**config.mk**
```make
export PLATFORM = sky130hd
export DESIGN_NAME = if_id_stage
export DESIGN_NICKNAME = d
export VERILOG_FILES = /design/src/rtl/riscv_pkg.sv /design/src/rtl/rv_decode.sv /design/src/rtl/if_id_stage.sv
export SDC_FILE = /design/constraint.sdc
export NUM_CORES = 1
export LEC_CHECK = 0
export BUFFER_PORTS_ARGS = -buffer_cell sky130_fd_sc_hd__buf_4
export CAP_MARGIN = 20
export CORE_MARGIN = 5
export CORE_UTILIZATION = 30
export DETAILED_ROUTE_END_ITERATION = 10
export PLACE_DENSITY_LB_ADDON = 0.25
export REMOVE_ABC_BUFFERS = 1
export SLEW_MARGIN = 20
export SYNTH_ARGS = -nofsm -noshare
export SYNTH_HDL_FRONTEND = slang
export SYNTH_SLANG_ARGS = --single-unit
export TNS_END_PERCENT = 10
```
**constraint.sdc**
```tcl
create_clock -name clk -period 5.3 [get_ports clk]
set_clock_uncertainty 0.05 [all_clocks]
set_input_delay 0.795 -clock clk [delete_from_list [all_inputs] [get_ports clk]]
set_output_delay 0.795 -clock clk [all_outputs]
set_load 0.01 [all_outputs]
```
**src/rtl/riscv_pkg.sv**
```systemverilog
// riscv_pkg: shared RV32I definitions for the front-end pipeline.
// Contents: base opcode values, instruction-format encodings and the
// canonical NOP (addi x0,x0,0).
package riscv_pkg;

  localparam logic [6:0] OP_R      = 7'b0110011;
  localparam logic [6:0] OP_IMM    = 7'b0010011;
  localparam logic [6:0] OP_LOAD   = 7'b0000011;
  localparam logic [6:0] OP_JALR   = 7'b1100111;
  localparam logic [6:0] OP_STORE  = 7'b0100011;
  localparam logic [6:0] OP_BRANCH = 7'b1100011;
  localparam logic [6:0] OP_LUI    = 7'b0110111;
  localparam logic [6:0] OP_AUIPC  = 7'b0010111;
  localparam logic [6:0] OP_JAL    = 7'b1101111;

  typedef enum logic [2:0] {
    FMT_R   = 3'd0,
    FMT_I   = 3'd1,
    FMT_S   = 3'd2,
    FMT_B   = 3'd3,
    FMT_U   = 3'd4,
    FMT_J   = 3'd5,
    FMT_ILL = 3'd7
  } fmt_e;

  localparam logic [31:0] NOP_INSTR = 32'h0000_0013;

endpackage

```
**src/rtl/rv_decode.sv**
```systemverilog
// rv_decode: purely combinational RV32I field decoder.
// Ports:
//   instr_i            32-bit instruction word
//   opcode_o           instr[6:0]
//   rs1_o/rs2_o/rd_o   register fields, zero when the format does not use them
//   funct3_o/funct7_o  function fields, zero when not applicable
//   imm_o              sign-extended immediate (zero for R and illegal)
//   fmt_o              instruction format (fmt_e encoding)
//   rs1_en_o/rs2_en_o  register-read enables
//   rd_en_o            register-write enable (suppressed for rd = x0)
//   illegal_o          opcode not in the supported RV32I base set
module rv_decode
  import riscv_pkg::*;
#(
  parameter int XLEN = 32
) (
  input  logic [31:0]     instr_i,
  output logic [6:0]      opcode_o,
  output logic [4:0]      rs1_o,
  output logic [4:0]      rs2_o,
  output logic [4:0]      rd_o,
  output logic [2:0]      funct3_o,
  output logic [6:0]      funct7_o,
  output logic [XLEN-1:0] imm_o,
  output logic [2:0]      fmt_o,
  output logic            rs1_en_o,
  output logic            rs2_en_o,
  output logic            rd_en_o,
  output logic            illegal_o
);

  fmt_e        fmt;
  logic [31:0] imm32;
  logic        writes_rd;

  always_comb begin
    fmt   = FMT_ILL;
    imm32 = '0;
    unique case (instr_i[6:0])
      OP_R: fmt = FMT_R;
      OP_IMM, OP_LOAD, OP_JALR: begin
        fmt   = FMT_I;
        imm32 = {{20{instr_i[31]}}, instr_i[31:20]};
      end
      OP_STORE: begin
        fmt   = FMT_S;
        imm32 = {{20{instr_i[31]}}, instr_i[31:25], instr_i[11:7]};
      end
      OP_BRANCH: begin
        fmt   = FMT_B;
        imm32 = {{19{instr_i[31]}}, instr_i[31], instr_i[7], instr_i[30:25],
                 instr_i[11:8], 1'b0};
      end
      OP_LUI, OP_AUIPC: begin
        fmt   = FMT_U;
        imm32 = {instr_i[31:12], 12'b0};
      end
      OP_JAL: begin
        fmt   = FMT_J;
        imm32 = {{11{instr_i[31]}}, instr_i[31], instr_i[19:12], instr_i[20],
                 instr_i[30:21], 1'b0};
      end
      default: begin
        fmt   = FMT_ILL;
        imm32 = '0;
      end
    endcase
  end

  // Formats that own rs1 (R/I/S/B) are exactly the ones that carry funct3.
  assign rs1_en_o  = (fmt == FMT_R) || (fmt == FMT_I) || (fmt == FMT_S) || (fmt == FMT_B);
  assign rs2_en_o  = (fmt == FMT_R) || (fmt == FMT_S) || (fmt == FMT_B);
  assign writes_rd = (fmt == FMT_R) || (fmt == FMT_I) || (fmt == FMT_U) || (fmt == FMT_J);
  // Writes to x0 are architecturally dropped, so never request them.
  assign rd_en_o   = writes_rd && (instr_i[11:7] != 5'd0);

  assign opcode_o  = instr_i[6:0];
  assign rs1_o     = rs1_en_o ? instr_i[19:15] : 5'd0;
  assign rs2_o     = rs2_en_o ? instr_i[24:20] : 5'd0;
  assign rd_o      = rd_en_o  ? instr_i[11:7]  : 5'd0;
  assign funct3_o  = rs1_en_o ? instr_i[14:12] : 3'd0;
  assign funct7_o  = (fmt == FMT_R) ? instr_i[31:25] : 7'd0;
  assign imm_o     = XLEN'($signed(imm32));
  assign fmt_o     = fmt;
  assign illegal_o = (fmt == FMT_ILL);

endmodule

```
**src/rtl/if_id_stage.sv**
```systemverilog
// if_id_stage: registered IF/ID boundary of the RV32I core.
// Buffers fetched {instr, pc} pairs in a DEPTH-entry FIFO behind a
// valid/ready handshake, supports a synchronous flush for redirects and
// decodes the head entry.
// Ports:
//   clk, rst_n             clock (rising edge), asynchronous active-low reset
//   flush_i                drop all buffered entries on the next edge
//   in_valid/in_ready      fetch-side handshake; in_instr/in_pc payload
//   out_valid/out_ready    decode-side handshake on the head entry
//   out_instr/out_pc       head entry (NOP / 0 when empty)
//   opcode..illegal        decode of the head entry (decode of NOP when empty)
module if_id_stage
  import riscv_pkg::*;
#(
  parameter int          XLEN  = 32,
  parameter int          DEPTH = 2,
  parameter logic [31:0] NOP   = NOP_INSTR
) (
  input  logic            clk,
  input  logic            rst_n,
  input  logic            flush_i,
  input  logic            in_valid,
  output logic            in_ready,
  input  logic [31:0]     in_instr,
  input  logic [XLEN-1:0] in_pc,
  output logic            out_valid,
  input  logic            out_ready,
  output logic [31:0]     out_instr,
  output logic [XLEN-1:0] out_pc,
  output logic [6:0]      opcode,
  output logic [4:0]      rs1,
  output logic [4:0]      rs2,
  output logic [4:0]      rd,
  output logic [2:0]      funct3,
  output logic [6:0]      funct7,
  output logic [XLEN-1:0] imm,
  output logic [2:0]      fmt,
  output logic            rs1_en,
  output logic            rs2_en,
  output logic            rd_en,
  output logic            illegal
);

  localparam int PW = (DEPTH > 1) ? $clog2(DEPTH) : 1;
  localparam int CW = $clog2(DEPTH + 1);

  logic [CW-1:0]   count_q, count_d;
  logic [PW-1:0]   wptr_q, wptr_d;
  logic [PW-1:0]   rptr_q, rptr_d;
  logic [31:0]     instr_mem_q [DEPTH];
  logic [XLEN-1:0] pc_mem_q    [DEPTH];
  logic            push, pop;
  logic            dec_illegal;

  function automatic logic [PW-1:0] ptr_inc(input logic [PW-1:0] p);
    return (p == PW'(DEPTH - 1)) ? '0 : p + 1'b1;
  endfunction

  assign in_ready  = (count_q != CW'(DEPTH));
  assign out_valid = (count_q != '0);
  assign push      = in_valid && in_ready;
  assign pop       = out_valid && out_ready;

  always_comb begin
    count_d = count_q;
    wptr_d  = wptr_q;
    rptr_d  = rptr_q;
    if (flush_i) begin
      count_d = '0;
      wptr_d  = '0;
      rptr_d  = '0;
    end else begin
      if (push) wptr_d = ptr_inc(wptr_q);
      if (pop)  rptr_d = ptr_inc(rptr_q);
      if (push && !pop)      count_d = count_q + 1'b1;
      else if (pop && !push) count_d = count_q - 1'b1;
    end
  end

  always_ff @(posedge clk or negedge rst_n) begin
    if (!rst_n) begin
      count_q <= '0;
      wptr_q  <= '0;
      rptr_q  <= '0;
    end else begin
      count_q <= count_d;
      wptr_q  <= wptr_d;
      rptr_q  <= rptr_d;
    end
  end

  // Storage is never read while its slot is empty, so it needs no reset.
  always_ff @(posedge clk) begin
    if (push && !flush_i) begin
      instr_mem_q[wptr_q] <= in_instr;
      pc_mem_q[wptr_q]    <= in_pc;
    end
  end

  assign out_instr = out_valid ? instr_mem_q[rptr_q] : NOP;
  assign out_pc    = out_valid ? pc_mem_q[rptr_q]    : '0;

  rv_decode #(.XLEN(XLEN)) u_decode (
    .instr_i   (out_instr),
    .opcode_o  (opcode),
    .rs1_o     (rs1),
    .rs2_o     (rs2),
    .rd_o      (rd),
    .funct3_o  (funct3),
    .funct7_o  (funct7),
    .imm_o     (imm),
    .fmt_o     (fmt),
    .rs1_en_o  (rs1_en),
    .rs2_en_o  (rs2_en),
    .rd_en_o   (rd_en),
    .illegal_o (dec_illegal)
  );

  // An empty stage presents NOP, which must never be flagged.
  assign illegal = out_valid && dec_illegal;

endmodule

```
## Yosys cells after proc, flatten, opt, wreduce, memory -nomap -nowiden

Memories as Yosys holds them, arrays and structs flattened.
Cells that the tools add are included.

- Reductions and logical operators: 25
- Eq/ne operators: 16
- Mux-type cells: 20
- $add $sub $neg: 4

Operators with widths:

| operator | number |
|---|---|
| 32-bit one-hot mux with 5 select lines | 1 |
| 32-bit 2-to-1 mux | 2 |
| 7-bit by 6-bit equality test with 1-bit output (second input constant) | 3 |
| 7-bit equality test (second input constant) | 3 |
| 3-bit one-hot mux with 6 select lines | 1 |
| 5-bit 2-to-1 mux | 3 |
| 7-bit by 5-bit equality test with 1-bit output (second input constant) | 2 |
| 3-bit equality test (second input constant) | 3 |
| 1-bit 2-to-1 mux | 8 |
| 7-bit by 2-bit equality test with 1-bit output (second input constant) | 1 |
| 1-bit logical AND | 7 |
| 1-bit logical OR | 7 |
| 7-bit 2-to-1 mux | 1 |
| 3-bit by 2-bit equality test with 1-bit output (second input constant) | 2 |
| 2-bit 2-to-1 mux | 3 |
| 2-bit nonzero test | 3 |
| 5-bit nonzero test | 1 |
| 3-bit by 1-bit equality test with 1-bit output (second input constant) | 1 |
| 1-bit logical NOT | 3 |
| 3-bit logical NOT | 1 |
| 3-bit 2-to-1 mux | 1 |
| 3-bit nonzero test | 1 |
| 3-bit OR reduction | 1 |
| 1-bit adder (second input constant) | 2 |
| other kinds (4) | 4 |

- Register bits: 4
- RAM bits: 128
- Logic and storage cells: 70
- Memories: 2
- Bits of input ports: 69

Memories:

| name | depth | width | read ports | clocked after Yosys merged registers in | write ports | line | RTL |
|---|---|---|---|---|---|---|---|
| instr_mem_q | 2 | 32 | 1 | 0 | 1 | if_id_stage.sv:50 | `logic [31:0] instr_mem_q [DEPTH];` |
| pc_mem_q | 2 | 32 | 1 | 0 | 1 | if_id_stage.sv:51 | `logic [XLEN-1:0] pc_mem_q [DEPTH];` |

## Depth between registers and ports, before layout

Gate-level depths: netlist (run 1).

- Word-level depth: 11
- Gate-level depth with buffers: 9

## Hierarchy

Synthesis (run 1) repeated with hierarchy kept, for this count alone.

- Cell total of the unflattened synthesis: 431
- Area total of the unflattened synthesis: 5,931.9 um2

By module, submodules not included:

| module | seq. area each (um2) | area an instance (um2) | cells each | instances |
|---|---|---|---|---|
| if_id_stage | 3,943.8 | 5,046.1 | 297 | 1 |
| rv_decode | 0.0 | 885.8 | 134 | 1 |

## Worst setup path before layout (run 1)

Ideal clock, no wire load.

- Kind: input-to-reg
- Start: input in_valid
- End: memory instr_mem_q[1][0], enable pin
- Arrival time: 5.584 ns
- Path slack: -0.912 ns
- Data required time: 4.672 ns
- Setup time: 0.578 ns
- Stages on the path: 2
- Path through: nand2_1 > nor3b_1

- Word-level cells in the longest chain between the ends: 4

Ends and longest elaborated chain:

| element | line | RTL |
|---|---|---|
| start: declaration | if_id_stage.sv:22 | `input logic in_valid,` |
| 1-bit logical AND | if_id_stage.sv:61 | `assign push = in_valid && in_ready;` |
| 1-bit logical AND | if_id_stage.sv:94 | `if (push && !flush_i) begin` |
| 1-bit 2-to-1 mux | if_id_stage.sv:94 |  |
| 1-bit 2-to-1 mux (implied by the code) | if_id_stage.sv:95 | `instr_mem_q[wptr_q] <= in_instr;` |
| end: declaration | if_id_stage.sv:50 |  |

Every way passes these cells.

## Worst setup path after layout (run 1)

- Start: register count_q[0]
- End: output rs2[3]

- Word-level cells in the longest chain between the ends: 9

Ends and longest elaborated chain:

| element | line | RTL |
|---|---|---|
| start: declaration | if_id_stage.sv:47 | `logic [CW-1:0] count_q, count_d;` |
| start signal: assignment | if_id_stage.sv:86 | `count_q <= count_d;` |
| 2-bit nonzero test * | if_id_stage.sv:60 | `assign out_valid = (count_q != '0);` |
| 32-bit 2-to-1 mux * | if_id_stage.sv:100 | `assign out_instr = out_valid ? instr_mem_q[rptr_q] : NOP;` |
| 7-bit by 5-bit equality test with 1-bit output (tied with other cells) | rv_decode.sv:39 | `unique case (instr_i[6:0])` |
| 3-bit OR reduction or 2-bit OR reduction (tied branches) | rv_decode.sv:39 |  |
| 3-bit one-hot mux with 6 select lines | rv_decode.sv:39 |  |
| 3-bit by 2-bit equality test with 1-bit output or 3-bit logical NOT (tied branches) | rv_decode.sv:72 | `assign rs2_en_o = (fmt == FMT_R) \|\| (fmt == FMT_S) \|\| (fmt == FMT_B);` |
| 1-bit logical OR (2 in a row) | rv_decode.sv:72 |  |
| 5-bit 2-to-1 mux * | rv_decode.sv:79 | `assign rs2_o = rs2_en_o ? instr_i[24:20] : 5'd0;` |
| end: declaration | if_id_stage.sv:32 | `output logic [4:0] rs2,` |

Mark *: on every way between the ends. The rest lies on a longest branch, timed or not.

==> results of run 1 <==
through the flow:
step	area, um2	utilization	total power, mW	worst slack (ps)	setup TNS (ps)
final	8230	0.426	2.86	1310	0
after global routing	8230	0.426	3.00	1000	0
after CTS	8230	0.426	2.90	1280	0
after detailed placement	7630	0.395	1.71	1730	0
after global placement	7630	0.395	1.71	1720	0
after floorplan	5690	-	1.48	-912	-95160
cells by family (layout without fill, tap and decap cells):
kind of cell / count (synthesis) / after routing
AOI/OAI and AO/OA: 46 / 46
xor gates and xnor gates: 2 / 2
buffers and inverters: 61 / 276
DFF: 132 / 132
muxes: 64 / 64
and+or+nand+nor: 130 / 130
sequential cells by signal (all words and copies together) (netlist names):
| register | cells |
|---|---|
| instr_mem_q | 64 |
| pc_mem_q | 64 |
| count_q | 2 |
| rptr_q | 1 |
| wptr_q | 1 |
per-layer routing:
layer,GRT usage,part of all wire,up-vias
met1,0.156,0.40,1944
met5,0,0,-
met3,0.0609,0.10,9
met4,0.0366,0.0079,0
met2,0.227,0.49,156
li1,-,-,1971
cells in the final DEF, fill, tap and decap left out, drive strengths merged, types with 2 or more instances in the layout:
cell,count
o21ai,16
clkinv,5
a22oi,3
nor3,8
nand2,35
a32oi,2
mux2,27
buf,212
inv,36
clkinvlp,3
edfxtp,128
a211oi,2
nand3,2
mux2i,37
nand2b,2
clkbuf,17
nor3b,2
and3,3
nor2,66
bufinv,3
dfrtp,4
or2,5
nand4,3
a21oi,5
xor2,2
nand4b,2
o22ai,13
worst register-to-register path: stages, from the launching register on:
cell and delay, ps:
dfrtp_1 450, nor2_4 120, buf_4 390, inv_1 280, buf_4 290, nand2_1 120
xor2_1 150, nor2_1 60
final timing paths:
check                                endpoint  slack [ps]    startpoint  cells past startpoint
setup / recovery                       rs2[3]        1310    count_q[0]                      8
hold / removal                     count_q[1]         120         rst_n                      1
setup reg to reg                       rptr_q        3270    count_q[0]                      7
hold reg to reg                        wptr_q         530        wptr_q                      2
max in group asynchronous              rptr_q        4960         rst_n                      1
min in group clk           instr_mem_q[0][15]         520  in_instr[15]                      1
final cells by class:
type	count	area, um2	area share
sequential	132	3950	0.479
clock buffer	17	425	0.0517
clock inverter	15	178	0.0216
tap	265	332	0.0403
timing repair buffer	212	1590	0.193
multi-input combinational	242	1640	0.199
inverter	32	120	0.0146
power breakdown:
part	switching, mW	total (mW)	internal [mW]
clock	0.438	1.18	0.742
sequential	0.0190	1.21	1.20
combinational	0.259	0.468	0.210
total	0.716	2.86	2.15
==> Implementation_results.wiki, run 1 <==
{| class="wikitable"
! Metric !! Value
|-
| Combined area of all synthesized cells || between 5000 and 6000 um2
|-
| Max-cap violations || 0
|-
| Cell repeated most along the worst path || buf_4
|-
| Ordered cell list for the critical path || nor2_4 -> buf_4 -> inv_1 -> nand2_1 -> and3_1 -> nand4b_1 -> nor2_1 -> buf_4
|-
| Synthesis-to-layout area growth || 40.5%
|-
| Cell Rows || 51
|-
| Register area share after synthesis || 0.673
|-
| Number of flops mapped to enable cells by yosys || 128
|-
| Hold Vio Cnt, Final || 0
|-
| Number of diodes added for antenna fixing || 0
|-
| Final-report max-slew violation count || 0
|-
| CTS Root Cell || clkbuf_16
|-
| Htree depth || 4
|-
| Part of the cycle the worst path needs || 0.753
|-
| Count of cell types in the netlist || 42
|-
| Final GP Congestion || between 0.7 and 0.8
|-
| Total of fill cells in the finished design || between 1500 and 2000
|-
| Clock period minus worst slack || around 4000 ps
|-
| Upper clock frequency limit || ~0.25 GHz
|-
| CTS max path bufs || 2
|-
| Actual transition at the worst max-transition pin || about 760 ps
|-
| Wire length of the first global-routing pass || 22.9 mm
|-
| Maximum single-stage delay on the critical path || ~470 ps
|-
| Via count of the routed design || 4080
|-
| Post-Syn Instances || about 440
|-
| Total track usage || 0.135
|-
| Hold buffer count at CTS || 0
|-
| Net count, final || roughly 710
|-
| Maximum number of pins on one net before global-route repair || 48
|-
| Ratio of routed vias to standard cells || about 4.5
|-
| Post-DRT Antenna Nets || 0
|-
| Combinational family with the most area after synthesis || multiplexers
|-
| Fraction of post-synthesis cell area in the top cell type by area || 0.656
|-
| Antenna violations before repair || 0
|-
| Synthesized flop and latch total || 132
|-
| Kind of critical path || flip-flop to output pin
|-
| Top-level I/O count || ~200
|-
| Maximum ir drop on the vdd rail || between 0.2 and 0.25 mV
|-
| Drt wl/cell || 16.7 um
|-
| Placed instance count || 883
|-
| Power per unit of standard cell area || 348 nW/um2
|-
| Unrepaired setup endpoints after global routing || false
|-
| CP startpoint kind || flip-flop
|-
| Total CTS buffers || 17
|-
| Leak || approximately 3.4 nW
|-
| TritonCTS clock tree || done
|-
| Number of clock sinks || 132
|-
| Slowest stage cell on the critical path || and3_1
|-
| Die height || approximately 150 um
|-
| CP Max Fanout || 39
|-
| Count of buffering cells on the critical path with inverters included || 3
|-
| Synthesized-area fraction occupied by ao, oa, aoi and oai cells || 0.0634
|-
| Status || completed
|-
| Async set-or-reset flop fraction in the synthesized netlist || 0.0303
|-
| Synthesized area divided by synthesized cell count || roughly 13 um2
|-
| Initial Util || 0.303
|-
| Worst hold-check slack || 125 ps
|-
| Yosys warning total || 0
|-
| Hold crit path type || input pin to async pin
|-
| Port Buffer Count || 205
|-
| HPWL after detailed placement || 11.0 mm
|-
| GRT overflow || 0
|-
| First drt pass iteration count || 4
|-
| Xor and xnor area share after synthesis || 0.00299
|-
| Clock Latency Late Sink || 400 ps
|-
| Cell accounting for the most synthesized area || edfxtp_1
|-
| Cell with the most instances after synthesis || edfxtp_1
|-
| Final setup fails || 0
|-
| Ratio of cells with drive above 1 in the final layout || 0.452
|-
| Vias in the first global route || 4308
|-
| Data arrival time at the worst-slack endpoint || ~3200 ps
|-
| Post-synthesis mux area share || 0.116
|-
| Endpoint required time on the critical path || 4450 ps
|-
| Fraction of the mapped netlist area in simple logic gates || 0.0948
|-
| Headroom to the max-slew limit || 0.494
|-
| Post-layout instance count excluding filler cells || a little over 900
|-
| Violation count after the first detailed-route iteration || 160
|-
| Area inside the core boundary || 19300 um2
|-
| Remaining design rule violation count || 0
|-
| Endpoint class of the critical path || output pin
|-
| Number of buffers inserted to repair setup after CTS || 0
|-
| CP top delay family || simple AND/OR/NAND/NOR gates
|-
| Top area cells in the synthesized netlist || edfxtp_1, mux2i_1, mux2_2, nor2_1, nand2_1
|-
| Leading cell types by count after synthesis || edfxtp_1, nor2_1, mux2i_1
|-
| Total die area || 22400 um2
|-
| Routed wire length || ~15 mm
|-
| Top FF cell, synth || edfxtp_1
|-
| Horiz. Die Dim || 150 um
|-
| Synth Area in Adders || 0
|-
| Cts repair resizes || 0
|-
| Clock-pin slew reported for the worst setup and hold paths after clock tree synthesis || 50 ps
|}
(Power assumes the default switching activity.)
==> run 2, diff against run 1 <==
- clock period: 5.3 -> 3.8 ns (I/O delays scaled with it)
==> run 2 against run 1 <==
Net effect: global-route usage rose by 0.23 points; final cell count rose by 0.66%; highest routed layer is now met5; first-iteration DRC count fell by 14%; hold slack improved by 180 ps; sequential share of layout area fell by 0.61 points.
==> Implementation_results.wiki, run 2 (synthesis gave the netlist of run 1 again) <==
{| class="wikitable"
! Metric !! Value
|-
| Net Sw Frac || 0.238 (-0.0116)
|-
| Max-cap violations || 0 (unchanged)
|-
| Port Buffer Count || 205 (unchanged)
|-
| Endpoint class of the critical path || output pin
|-
| TritonCTS clock tree || done
|-
| Actual transition at the worst max-transition pin || 797 ps (+40.5 ps)
|-
| Top flop regs || instr_mem_q: 64 flops, pc_mem_q: 64 flops, count_q: 2 flops
|-
| Area inside the core boundary || 19300 um2 (unchanged)
|-
| Routed wire length || 15.8 mm (+3.4%)
|-
| Final setup fails || 0 (unchanged)
|-
| Hold Vio Cnt, Final || 0 (unchanged)
|-
| Cell Rows || 51 (unchanged)
|-
| Synthesis-to-layout area growth || 42.3%
|-
| Headroom to the max-slew limit || 0.467 (-0.0271)
|-
| Violation count after the first detailed-route iteration || 138 (-14%)
|-
| Power per unit of standard cell area || 492 nW/um2 (+42%)
|-
| Top-level I/O count || 206 (unchanged)
|-
| Setup slack after placement || 419 ps (-1310 ps)
|-
| First drt pass iteration count || 4 (unchanged)
|-
| CP startpoint kind || flip-flop
|-
| Internal power || 3.13 mW (+46%)
|-
| Total power || 4.11 mW (+43%)
|-
| R2R depth || 4 (-3)
|-
| Reg power frac || 0.412 (-0.012)
|-
| Number of diodes added for antenna fixing || 0 (unchanged)
|-
| Kind of critical path || flip-flop to output pin
|-
| Logic gate share of total power || 0.163 (about the same)
|-
| Number of clock sinks || 132 (unchanged)
|-
| Clock Latency Late Sink || 400 ps (about the same)
|-
| Wire length of the first global-routing pass || 23.3 mm (+1.7%)
|-
| Remaining design rule violation count || 0 (unchanged)
|-
| Status || completed
|-
| Final GP Congestion || 0.757 (+0.71%)
|-
| Post-route setup slack || 183 ps (-1120 ps)
|-
| Maximum ir drop on the vdd rail || 0.308 mV (+48%)
|-
| Final setup TNS || 0 ps (unchanged)
|-
| Hold crit path type || input pin to flip-flop
|-
| Worst hold path stage count || 1
|-
| Htree depth || 4 (unchanged)
|-
| Total track usage || 0.137 (+0.00234)
|-
| Vias in the first global route || 4318 (+0.23%)
|-
| Relative contribution of the clock network to total power || 0.425 (+0.013)
|-
| Initial Util || 0.303 (unchanged)
|-
| CP Max Fanout || 17 (-56%)
|-
| Via count of the routed design || 4141 (+1.5%)
|-
| Clock-pin slew reported for the worst setup and hold paths after clock tree synthesis || 60 ps (about the same)
|-
| Horiz. Die Dim || 150 um (unchanged)
|-
| Endpoint required time on the critical path || 3180 ps (-1270 ps)
|-
| Most frequent cells in the layout || buf_4, edfxtp_1, nor2_1, mux2i_1, nand2_1
|-
| Leak || 3.44 nW (+1.7%)
|-
| CTS max path bufs || 2 (unchanged)
|-
| Antenna violations before repair || 1 (+1)
|-
| Upper clock frequency limit || roughly 0.28 GHz
|-
| Die height || 150 um (unchanged)
|-
| Part of the cycle the worst path needs || 0.952
|-
| Final-report max-slew violation count || 0 (unchanged)
|-
| Total die area || 22400 um2 (unchanged)
|-
| Maximum number of pins on one net before global-route repair || 38 (-21%)
|-
| Data arrival time at the worst-slack endpoint || 3000 ps (-150 ps)
|-
| GRT overflow || 0 (unchanged)
|-
| Total CTS buffers || 17 (unchanged)
|-
| Unrepaired setup endpoints after global routing || true
|-
| Worst hold-check slack || 300 ps (+175 ps)
|-
| Ratio of cells with drive above 1 in the final layout || 0.457 (+0.00501)
|-
| CTS Root Cell || clkbuf_16
|-
| Ratio of routed vias to standard cells || 4.50 (+0.83%)
|-
| Net count, final || 712 (+0.85%)
|-
| Most common cell after layout, fill and taps aside || buf_4
|-
| Net load switching power || 979 uW (+37%)
|-
| Drt wl/cell || 17.2 um (+2.7%)
|-
| HPWL after detailed placement || 11.2 mm (+2.0%)
|-
| Clock period minus worst slack || roughly 3600 ps
|-
| Post-DRT Antenna Nets || 0 (unchanged)
|}
==> run 2: worst max-delay path, cell delays in order (launching register included) <==
cell and delay [ps]:
dfrtp_4 610, mux2_2 390, or2_0 380, mux2i_2 410
o211ai_2 430, o21ai_0 200, buf_4 150
==> run 2: timing repair <==
action	CTS	global route
buffers inserted	0	5
hold buffers	1	0
hold endpoints to repair	4	0
gates cloned	0	0
gates resized for setup	1	1
endpoints found under the setup margin	2	18
pin swaps	0	1
==> run 2: worst paths after layout <==
| check | startpoint | end | slack, ps |
|---|---|---|---|
| hold reg to reg | wptr_q | wptr_q | 540 |
| min in group asynchronous | rst_n | count_q[0] | 460 |
| setup / recovery | rptr_q | imm[28] | 180 |
| hold / removal | in_pc[26] | pc_mem_q[0][26] | 300 |
| max in group asynchronous | rst_n | rptr_q | 3130 |
| setup reg to reg | count_q[0] | pc_mem_q[1][13] | 1840 |
==> run 2: power by group through the flow <==
stage          Combinational (mW)  Clock, mW  Sequential [mW]
2_1_floorplan               0.321          0             1.74
3_3_place_gp                0.655          0             1.72
3_5_place_dp                0.665          0             1.73
4_1_cts                     0.668       1.79             1.70
5_1_grt                     0.725       1.87             1.69
6_report                    0.669       1.75             1.69
==> run 2: routing by layer <==
metal / GRT usage / routed length (um)
met4: 0.0425 / 207
met1: 0.152 / 6340
met3: 0.0621 / 1510
met2: 0.236 / 7740
met5: 0 / 13
==> run 2: layout make-up <==
| cell class | count | area (um2) |
|---|---|---|
| multi-input cells | 242 | 1640 |
| clock inverters | 14 | 209 |
| flip-flops and latches | 132 | 3950 |
| inverters | 32 | 120 |
| repair buffers | 218 | 1660 |
| well taps | 265 | 332 |
| clock buffers | 18 | 429 |
| fillers | 1823 | 11000 |
==> run 2: per-stage QoR <==
stage | instance area [um2] | instances | utilization
after floorplan | 5690 | 406 | -
after global placement | 7630 | 883 | 0.395
after detailed placement | 7630 | 883 | 0.395
after CTS | 8280 | 916 | 0.428
after global routing | 8340 | 921 | 0.431
final | 8340 | 921 | 0.431
